**src/rtl/overture_pkg.sv**
```systemverilog
// Shared encodings for the overture sequencer: instruction modes, ALU ops,
// jump conditions, special register indices and FSM states.
package overture_pkg;

    localparam logic [2:0] IO_IDX   = 3'd6;
    localparam logic [2:0] NULL_IDX = 3'd7;

    typedef enum logic [1:0] {
        MODE_IMM  = 2'd0,
        MODE_CALC = 2'd1,
        MODE_COPY = 2'd2,
        MODE_COND = 2'd3
    } mode_e;

    typedef enum logic [2:0] {
        ALU_OR   = 3'd0,
        ALU_NAND = 3'd1,
        ALU_NOR  = 3'd2,
        ALU_AND  = 3'd3,
        ALU_ADD  = 3'd4,
        ALU_SUB  = 3'd5
    } alu_op_e;

    typedef enum logic [2:0] {
        COND_NEVER  = 3'd0,
        COND_EQZ    = 3'd1,
        COND_LTZ    = 3'd2,
        COND_LEZ    = 3'd3,
        COND_ALWAYS = 3'd4,
        COND_NEZ    = 3'd5,
        COND_GEZ    = 3'd6,
        COND_GTZ    = 3'd7
    } cond_e;

    typedef enum logic [1:0] {
        ST_FETCH    = 2'd0,
        ST_EXEC     = 2'd1,
        ST_WAIT_IN  = 2'd2,
        ST_WAIT_OUT = 2'd3
    } state_e;

endpackage

```
**src/rtl/overture_cond_eval.sv**
```systemverilog
// Jump condition evaluator: tests a value as signed two's complement
// against one of eight condition codes.
module overture_cond_eval
    import overture_pkg::*;
#(
    parameter int W = 8
) (
    input  logic [W-1:0] value,
    input  logic [2:0]   cond,
    output logic         taken
);

    logic is_zero;
    logic is_neg;

    assign is_zero = (value == '0);
    assign is_neg  = value[W-1];

    always_comb begin
        taken = 1'b0;
        case (cond)
            COND_NEVER:  taken = 1'b0;
            COND_EQZ:    taken = is_zero;
            COND_LTZ:    taken = is_neg;
            COND_LEZ:    taken = is_neg | is_zero;
            COND_ALWAYS: taken = 1'b1;
            COND_NEZ:    taken = ~is_zero;
            COND_GEZ:    taken = ~is_neg;
            COND_GTZ:    taken = ~is_neg & ~is_zero;
            default:     taken = 1'b0;
        endcase
    end

endmodule

```
**src/rtl/overture_sequencer.sv**
```systemverilog
// Control/operand stage ahead of the ALU: fetches instruction bytes, holds
// r0..r5, writes ALU results to r3, moves data between registers and IO, jumps.
module overture_sequencer
    import overture_pkg::*;
#(
    parameter int DATA_WIDTH = 8,
    parameter int PC_WIDTH   = 8,
    parameter int NUM_REGS   = 6
) (
    input  logic                  clk,
    input  logic                  rst,
    output logic [PC_WIDTH-1:0]   imem_addr,
    output logic                  imem_req,
    input  logic                  imem_ack,
    input  logic [7:0]            imem_data,
    output logic [7:0]            alu_instr,
    output logic [DATA_WIDTH-1:0] alu_in1,
    output logic [DATA_WIDTH-1:0] alu_in2,
    input  logic [DATA_WIDTH-1:0] alu_out,
    input  logic [DATA_WIDTH-1:0] in_data,
    input  logic                  in_valid,
    output logic                  in_ready,
    output logic [DATA_WIDTH-1:0] out_data,
    output logic                  out_valid,
    input  logic                  out_ready,
    output logic [PC_WIDTH-1:0]   dbg_pc
);

    // Both IO ports use valid/ready: a word moves on the rising edge where
    // valid and ready are both high; the producer holds data stable until then.

    state_e                state_q, state_d;
    logic [PC_WIDTH-1:0]   pc_q, pc_d;
    logic [7:0]            ir_q, ir_d;
    logic [DATA_WIDTH-1:0] regs_q [NUM_REGS];
    logic [DATA_WIDTH-1:0] regs_d [NUM_REGS];
    logic [DATA_WIDTH-1:0] out_data_q, out_data_d;
    logic                  out_valid_q, out_valid_d;

    mode_e                 mode;
    logic [2:0]            src_idx;
    logic [2:0]            dst_idx;
    logic                  src_is_io;
    logic [PC_WIDTH-1:0]   pc_inc;
    logic [DATA_WIDTH-1:0] copy_val;
    logic                  cond_taken;
    logic                  xfer;

    assign mode      = mode_e'(ir_q[7:6]);
    assign src_idx   = ir_q[5:3];
    assign dst_idx   = ir_q[2:0];
    assign src_is_io = (src_idx == IO_IDX);
    assign pc_inc    = pc_q + 1'b1;

    overture_cond_eval #(.W(DATA_WIDTH)) u_cond_eval (
        .value (regs_q[3]),
        .cond  (ir_q[2:0]),
        .taken (cond_taken)
    );

    assign imem_addr = pc_q;
    assign dbg_pc    = pc_q;
    assign alu_instr = ir_q;
    assign alu_in1   = regs_q[1];
    assign alu_in2   = regs_q[2];
    assign out_data  = out_data_q;
    assign out_valid = out_valid_q;
    // Gated by rst so neither request leaks out while reset is held.
    assign imem_req  = rst && (state_q == ST_FETCH);
    assign in_ready  = rst && ((state_q == ST_WAIT_IN) ||
                               (state_q == ST_EXEC && mode == MODE_COPY && src_is_io));

    always_comb begin
        copy_val = '0;
        if (src_is_io) begin
            copy_val = in_data;
        end else if (src_idx != NULL_IDX) begin
            copy_val = regs_q[src_idx];
        end
    end

    always_comb begin
        state_d     = state_q;
        pc_d        = pc_q;
        ir_d        = ir_q;
        regs_d      = regs_q;
        out_data_d  = out_data_q;
        out_valid_d = out_valid_q;
        xfer        = 1'b0;

        case (state_q)
            ST_FETCH: begin
                if (imem_ack) begin
                    ir_d    = imem_data;
                    state_d = ST_EXEC;
                end
            end
            ST_EXEC: begin
                case (mode)
                    MODE_IMM: begin
                        regs_d[0] = DATA_WIDTH'(ir_q[5:0]);
                        pc_d      = pc_inc;
                        state_d   = ST_FETCH;
                    end
                    MODE_CALC: begin
                        regs_d[3] = alu_out;
                        pc_d      = pc_inc;
                        state_d   = ST_FETCH;
                    end
                    MODE_COPY: begin
                        xfer = !src_is_io || in_valid;
                        if (!xfer) begin
                            state_d = ST_WAIT_IN;
                        end
                    end
                    MODE_COND: begin
                        pc_d    = cond_taken ? PC_WIDTH'(regs_q[0]) : pc_inc;
                        state_d = ST_FETCH;
                    end
                    default: state_d = ST_FETCH;
                endcase
            end
            ST_WAIT_IN: begin
                xfer = in_valid;
            end
            ST_WAIT_OUT: begin
                if (out_ready) begin
                    out_valid_d = 1'b0;
                    pc_d        = pc_inc;
                    state_d     = ST_FETCH;
                end
            end
            default: state_d = ST_FETCH;
        endcase

        // A copy whose source is available lands here; an IO destination
        // defers pc advance until the output word is accepted.
        if (xfer) begin
            if (dst_idx == IO_IDX) begin
                out_data_d  = copy_val;
                out_valid_d = 1'b1;
                state_d     = ST_WAIT_OUT;
            end else begin
                if (dst_idx != NULL_IDX) begin
                    regs_d[dst_idx] = copy_val;
                end
                pc_d    = pc_inc;
                state_d = ST_FETCH;
            end
        end
    end

    always_ff @(posedge clk or negedge rst) begin
        if (!rst) begin
            state_q     <= ST_FETCH;
            pc_q        <= '0;
            ir_q        <= '0;
            out_data_q  <= '0;
            out_valid_q <= 1'b0;
            for (int i = 0; i < NUM_REGS; i++) begin
                regs_q[i] <= '0;
            end
        end else begin
            state_q     <= state_d;
            pc_q        <= pc_d;
            ir_q        <= ir_d;
            out_data_q  <= out_data_d;
            out_valid_q <= out_valid_d;
            regs_q      <= regs_d;
        end
    end

endmodule

```
**config.mk**
```make
export PLATFORM = sky130hd
export DESIGN_NAME = overture_sequencer
export DESIGN_NICKNAME = d
export VERILOG_FILES = /design/src/rtl/overture_pkg.sv /design/src/rtl/overture_cond_eval.sv /design/src/rtl/overture_sequencer.sv
export SDC_FILE = /design/constraint.sdc
export NUM_CORES = 1
export LEC_CHECK = 0
export BUFFER_PORTS_ARGS = -buffer_cell sky130_fd_sc_hd__buf_4
export CORE_MARGIN = 2
export CORE_UTILIZATION = 45
export DETAILED_ROUTE_END_ITERATION = 12
export PLACE_DENSITY_LB_ADDON = 0.2
export SLEW_MARGIN = 20
export SYNTH_ARGS = -nofsm -noshare
export SYNTH_HDL_FRONTEND = slang
export SYNTH_SLANG_ARGS = --single-unit
```
**constraint.sdc**
```tcl
create_clock -name clk -period 6.4 [get_ports clk]
set_clock_uncertainty 0.15 [all_clocks]
set_input_delay 1.6 -clock clk [delete_from_list [all_inputs] [get_ports clk]]
set_output_delay 1.6 -clock clk [all_outputs]
set_load 0.005 [all_outputs]
```
==> results.py, run 1 <==
metrics = {
    "drt": {
        "ant_nets": 0,
        "drtIter0Drc": 182,
        "dr.pass1.iters": 5,
        "drc": 0,
        "post_drt_wl_per_cell_um": 17.1,
        "viasPerCell": 5.48,
        "num_vias": 3424,
        "wirelength_um": 10700,
    },
    "sta": {
        "layout_min_cycle_time_ns": 3.98,
        "relSlewSlack_pct": 35.2,
        "hold_viol": 0,
        "rsz0062_at_grt": "no",
        "timing.fmax_ghz": 0.251,
        "period_share_pct": 62.2,
        "final_max_slew_viol_count": 0,
        "tns_ns": 0,
        "setup_viol": 0,
        "worstMarginPinSlew_ns": 0.967,
    },
    "pwr": {
        "comb_power_share_pct": 50.3,
        "pwr-share-clk_pct": 13.8,
        "power.switching_mw": 1.15,
        "power_density_nw_per_um2": 526,
        "swShare_pct": 42.6,
        "p_int_mw": 1.55,
        "p_seq_share_pct": 36.0,
        "ir_drop_uv": 184,
        "leakagePower_nw": 2.31,
    },
    "yosys": {
        "ys_ff_latch": 75,
        "synth_edf_count": 0,
        "synth_area_leaders": "dfrtp_1 42%, mux2_2 5.3%, a21oi_1 4.5%, buf_4 4.4%, mux2i_1 4.3%",
        "yosysWarnings": 0,
        "yosys_most_used_dff": "dfrtp_1",
        "synth_common_cells": "75 x dfrtp_1, 41 x nand2_1, 40 x a21oi_1",
        "synth_cell_types": 62,
        "yosysSeqAreaShare_pct": 42.2,
        "netlist_area_sq_um": 4440,
        "yosysMostFrequentCell": "dfrtp_1",
        "syn_avg_cell_area_sq_um": 10.0,
        "synth_top_cell_area_share_pct": 42.2,
        "async_flop_share_pct": 100,
        "syn_inst": 444,
        "yosys.area.top_type": "dfrtp_1",
        "synth_nets": 478,
    },
    "clock_tree": {
        "cts.path.max_buffers": 2,
        "cts.clk_slew.worst_paths_ns": 0.07,
        "h-tree-depth": 3,
        "cts_setup_buffers": 0,
        "cts_tree": "yes",
        "cts_sinks": 75,
        "clk_latency_ns": 0.35,
        "cts_inserted_buffers": 9,
        "cts_root_buffer": "clkbuf_8",
        "hold_buffers": 0,
        "cts_resized": 0,
    },
    "hold_path": {
        "min_path_type": "flip-flop to flip-flop",
        "holdPathStages": 2,
    },
    "place": {
        "place.gp.congestion": 0.838,
        "io_buffers": 79,
        "dp_hpwl_um": 7760,
        "dp_cells": 609,
    },
    "die": {
        "rows": 36,
        "pin_count": 80,
        "start_util_pct": 45.9,
        "die_area_sq_um": 10700,
        "coreArea_sq_um": 9680,
        "fp.dieW_um": 103,
        "die_h_um": 103,
    },
    "run": {
        "maxCapViolCount": 0,
    },
    "global_route": {
        "overflow": 0,
        "grt.total_usage_pct": 21.1,
        "antenna_found_initial": 0,
        "grt_pass1_vias": 3229,
        "grt_start_max_net_pins": 48,
        "grt_pass1_wl_um": 17200,
    },
    "worst_setup_path": {
        "cp.required_ns": 4.65,
        "critPathArrivalTime_ns": 2.23,
        "path_class": "input port to output pin",
        "end_kind": "output pin",
        "worstPathMaxFanout": 31,
        "cp-start-kind": "input port",
        "reg2reg_depth": 6,
    },
    "finish": {
        "stdcell_count": 625,
        "diodes": 0,
        "syn_to_final_growth_pct": 15.1,
        "nets": 521,
        "layout-drive-gt1-share_pct": 28.7,
    },
    "run_status": {
        "outcome": "complete, no violations",
    },
}
-- power groups by stage --
stage	Combinational, mW	Sequential [mW]	Clock, mW
after floorplan	1.11	0.828	0
after global placement	1.33	0.970	0
after detailed placement	1.36	0.978	0
after CTS	1.36	0.970	0.380
after global routing	1.51	1.01	0.402
final	1.35	0.968	0.371
-- cell usage in the layout, fill, tap and decap left out, types with 8 or more instances in the layout --
master    synthesis  final
a211oi_1          9      9
a21oi_1          40     40
nor2b_1          11     11
buf_4            26     82
o21ai_0          27     27
nor2_1           35     35
mux4_2            8      8
mux2_2           21     21
mux2i_1          19     19
nand2_1          41     41
clkbuf_8          0     10
dfrtp_1          75     75
-- final timing paths --
| kind | start | endpoint | slack, ns |
|---|---|---|---|
| worst max-delay path | rst | imem_req | 2.42 |
| worst min-delay path | out_data[3] | out_data[3] | 0.35 |
| worst max register to register | state_q[1] | flip-flop | 3.53 |
| worst min register to register | out_data[3] | out_data[3] | 0.35 |
| max in group asynchronous | rst | asynchronous set/reset pin | 4.13 |
| min in group asynchronous | rst | alu_instr[6] | 1.02 |
-- logic make-up (layout without fill, tap and decap cells) --
group	count (synthesis)	count (layout)	share of synthesized area [%]
compound gates	120	120	17.5
simple gates	140	140	17.4
buf+inv	53	101	7.24
mux	48	48	13.7
fa+ha+maj	5	5	1.41
flops	75	75	42.2
xor+xnor	3	3	0.591
-- through the flow --
step / cell area [sq um] / total power, mW / util [%] / setup slack [ns] / hold WS, ns
6_report: 5120 / 2.69 / 52.8 / 2.42 / 0.349
5_1_grt: 5120 / 2.92 / 52.8 / 2.34 / 0.365
4_1_cts: 5120 / 2.71 / 52.8 / 2.38 / 0.349
3_5_place_dp: 4920 / 2.33 / 50.8 / 2.38 / 0.319
3_3_place_gp: 4920 / 2.30 / 50.8 / 2.40 / 0.320
2_1_floorplan: 4440 / 1.94 / - / 2.91 / 0.318
-- layer usage --
metal | vias to the layer above | wire length [um] | track usage, %
li1 | 1668 | - | -
met4 | 0 | 105 | 6.78
met1 | 1663 | 4940 | 29.4
met5 | - | 0 | 0
met3 | 8 | 497 | 2.62
met2 | 85 | 5110 | 34.6
-- cell type report --
type | instances | area (sq um)
fillers | 895 | 4570
multi-input cells | 316 | 2250
flip-flops and latches | 75 | 1880
repair buffers | 82 | 616
well taps | 133 | 166
clock buffers | 10 | 138
clock inverters | 6 | 62.6
inverters | 3 | 11.3
-- worst max-delay path: stages --
cell    delay, ns
buf_4        0.34
and2_1       0.19
buf_4        0.10
Power figures use the tool's default switching activity.
==> run 2, diff against run 1 <==
==> constraint.sdc (replaced) <==
create_clock -name clk -period 3.4 [get_ports clk]
set_clock_uncertainty 0.15 [all_clocks]
set_input_delay 0.85 -clock clk [delete_from_list [all_inputs] [get_ports clk]]
set_output_delay 0.85 -clock clk [all_outputs]
set_load 0.005 [all_outputs]
==> results.py, run 2 (same netlist as run 1, synthesis figures left out) <==
metrics = {
    "clock_tree": {
        "cts_inserted_buffers": 9,
        "cts_resized": 0,
        "clk_latency_ns": 0.36,
        "h-tree-depth": 3,
        "cts_sinks": 75,
        "cts.clk_slew.worst_paths_ns": 0.08,
        "cts_root_buffer": "clkbuf_8",
        "cts.path.max_buffers": 2,
        "cts_setup_buffers": 0,
        "hold_buffers": 0,
        "cts_tree": "yes",
    },
    "finish": {
        "syn_to_final_growth_pct": 16.5,
        "diodes": 0,
        "layout-drive-gt1-share_pct": 29.6,
        "nets": 529,
        "final_area_sq_um": 5180,
        "final_common_cell": "buf_4",
        "final_cell_mix": "90 x buf_4, 75 x dfrtp_1, 41 x nand2_1",
        "stdcell_count": 633,
    },
    "drt": {
        "post_drt_wl_per_cell_um": 17.3,
        "drtIter0Drc": 229,
        "num_vias": 3523,
        "drc": 0,
        "viasPerCell": 5.57,
        "dr.pass1.iters": 4,
        "ant_nets": 0,
        "wirelength_um": 10900,
    },
    "worst_setup_path": {
        "path_class": "flip-flop to output pin",
        "worstPathMaxFanout": 9,
        "cp.required_ns": 2.40,
        "cp-start-kind": "flip-flop",
        "critPathArrivalTime_ns": 2.07,
        "end_kind": "output pin",
    },
    "die": {
        "pin_count": 80,
        "coreArea_sq_um": 9680,
        "rows": 36,
        "fp.dieW_um": 103,
        "start_util_pct": 45.9,
        "die_h_um": 103,
        "die_area_sq_um": 10700,
    },
    "global_route": {
        "overflow": 0,
        "grt_pass1_vias": 3510,
        "grt_start_max_net_pins": 66,
        "globalRouteMet2Util_pct": 35.2,
        "use_met1_pct": 29.5,
        "gr-usage-met3_pct": 5.11,
        "antenna_found_initial": 0,
        "grt.total_usage_pct": 21.9,
        "top_usage_layer": "met2",
        "grt_pass1_wl_um": 17900,
    },
    "sta": {
        "rsz0062_at_grt": "no",
        "tns_ns": 0,
        "worstMarginPinSlew_ns": 0.985,
        "layout_min_cycle_time_ns": 3.07,
        "relSlewSlack_pct": 34.0,
        "final_max_slew_viol_count": 0,
        "period_share_pct": 90.3,
        "setup_viol": 0,
        "timing.fmax_ghz": 0.326,
        "hold_viol": 0,
    },
    "pwr": {
        "leakagePower_nw": 2.34,
        "power_density_nw_per_um2": 997,
        "ir_drop_uv": 398,
        "finalPower_mw": 5.16,
    },
    "run": {
        "maxCapViolCount": 0,
    },
    "place": {
        "io_buffers": 79,
        "dp_hpwl_um": 7960,
        "dpl-instance-area_sq_um": 4980,
        "dp_cells": 617,
        "place.gp.congestion": 0.846,
    },
    "hold_path": {
        "min_path_type": "input port to asynchronous set/reset pin",
    },
    "run_status": {
        "outcome": "complete, no violations",
    },
}
==> run 2: cell types whose count changed in the layout (fill, tap and decap cells not counted), sizes merged <==
cell	before	now
clkinvlp	0	1
buf	82	90
clkinv	4	1
inv	4	6
==> run 2: routing by layer <==
layer	part of all wire, %	up-vias	routed length [um]
met1	46	1732	5000
li1	-	1691	-
met3	4.4	15	486
met2	48	85	5280
met5	0	-	0
met4	1.5	0	165
==> run 2: layout make-up <==
type / count / area [sq um]
Fill cell: 898 / 4510
Multi-Input combinational cell: 316 / 2250
Clock inverter: 6 / 72.6
Inverter: 3 / 11.3
Sequential cell: 75 / 1880
Timing Repair Buffer: 90 / 676
Clock buffer: 10 / 128
Tap cell: 133 / 166
==> run 2: path summary, 6_finish.rpt <==
kind	start	end	slack, ns	depth (start not counted)
max in group asynchronous	rst	alu_instr[5]	1.87	2
min in group clk	out_valid	out_valid	0.34	2
setup / recovery	state_q[1]	in_ready	0.33	6
hold reg to reg	out_valid	out_valid	0.34	2
hold / removal	rst	alu_instr[7]	0.18	1
setup reg to reg	state_q[1]	flip-flop	0.54	6
==> run 2: stage by stage <==
step,setup WS [ns],util (%),hold slack [ns]
6_report,0.331,53.4,0.177
4_1_cts,0.342,53.4,0.171
2_1_floorplan,0.998,-,0.318
5_1_grt,0.207,53.4,0.166
3_3_place_gp,0.695,51.4,0.320
3_5_place_dp,0.586,51.4,0.318
==> run 2: critical path: stages, from the launching register on <==
cell     delay [ns]
dfrtp_1        0.42
inv_1          0.09
ha_1           0.35
and3b_1        0.40
and4b_1        0.24
o21a_1         0.12
buf_4          0.10
==> run 2: report_power, final <==
| part | leakage, nW | switching (mW) | internal (mW) |
|---|---|---|---|
| Combinational | 1.28 | 1.38 | 1.31 |
| Clock | 0.0979 | 0.363 | 0.348 |
| Sequential | 0.957 | 0.486 | 1.28 |
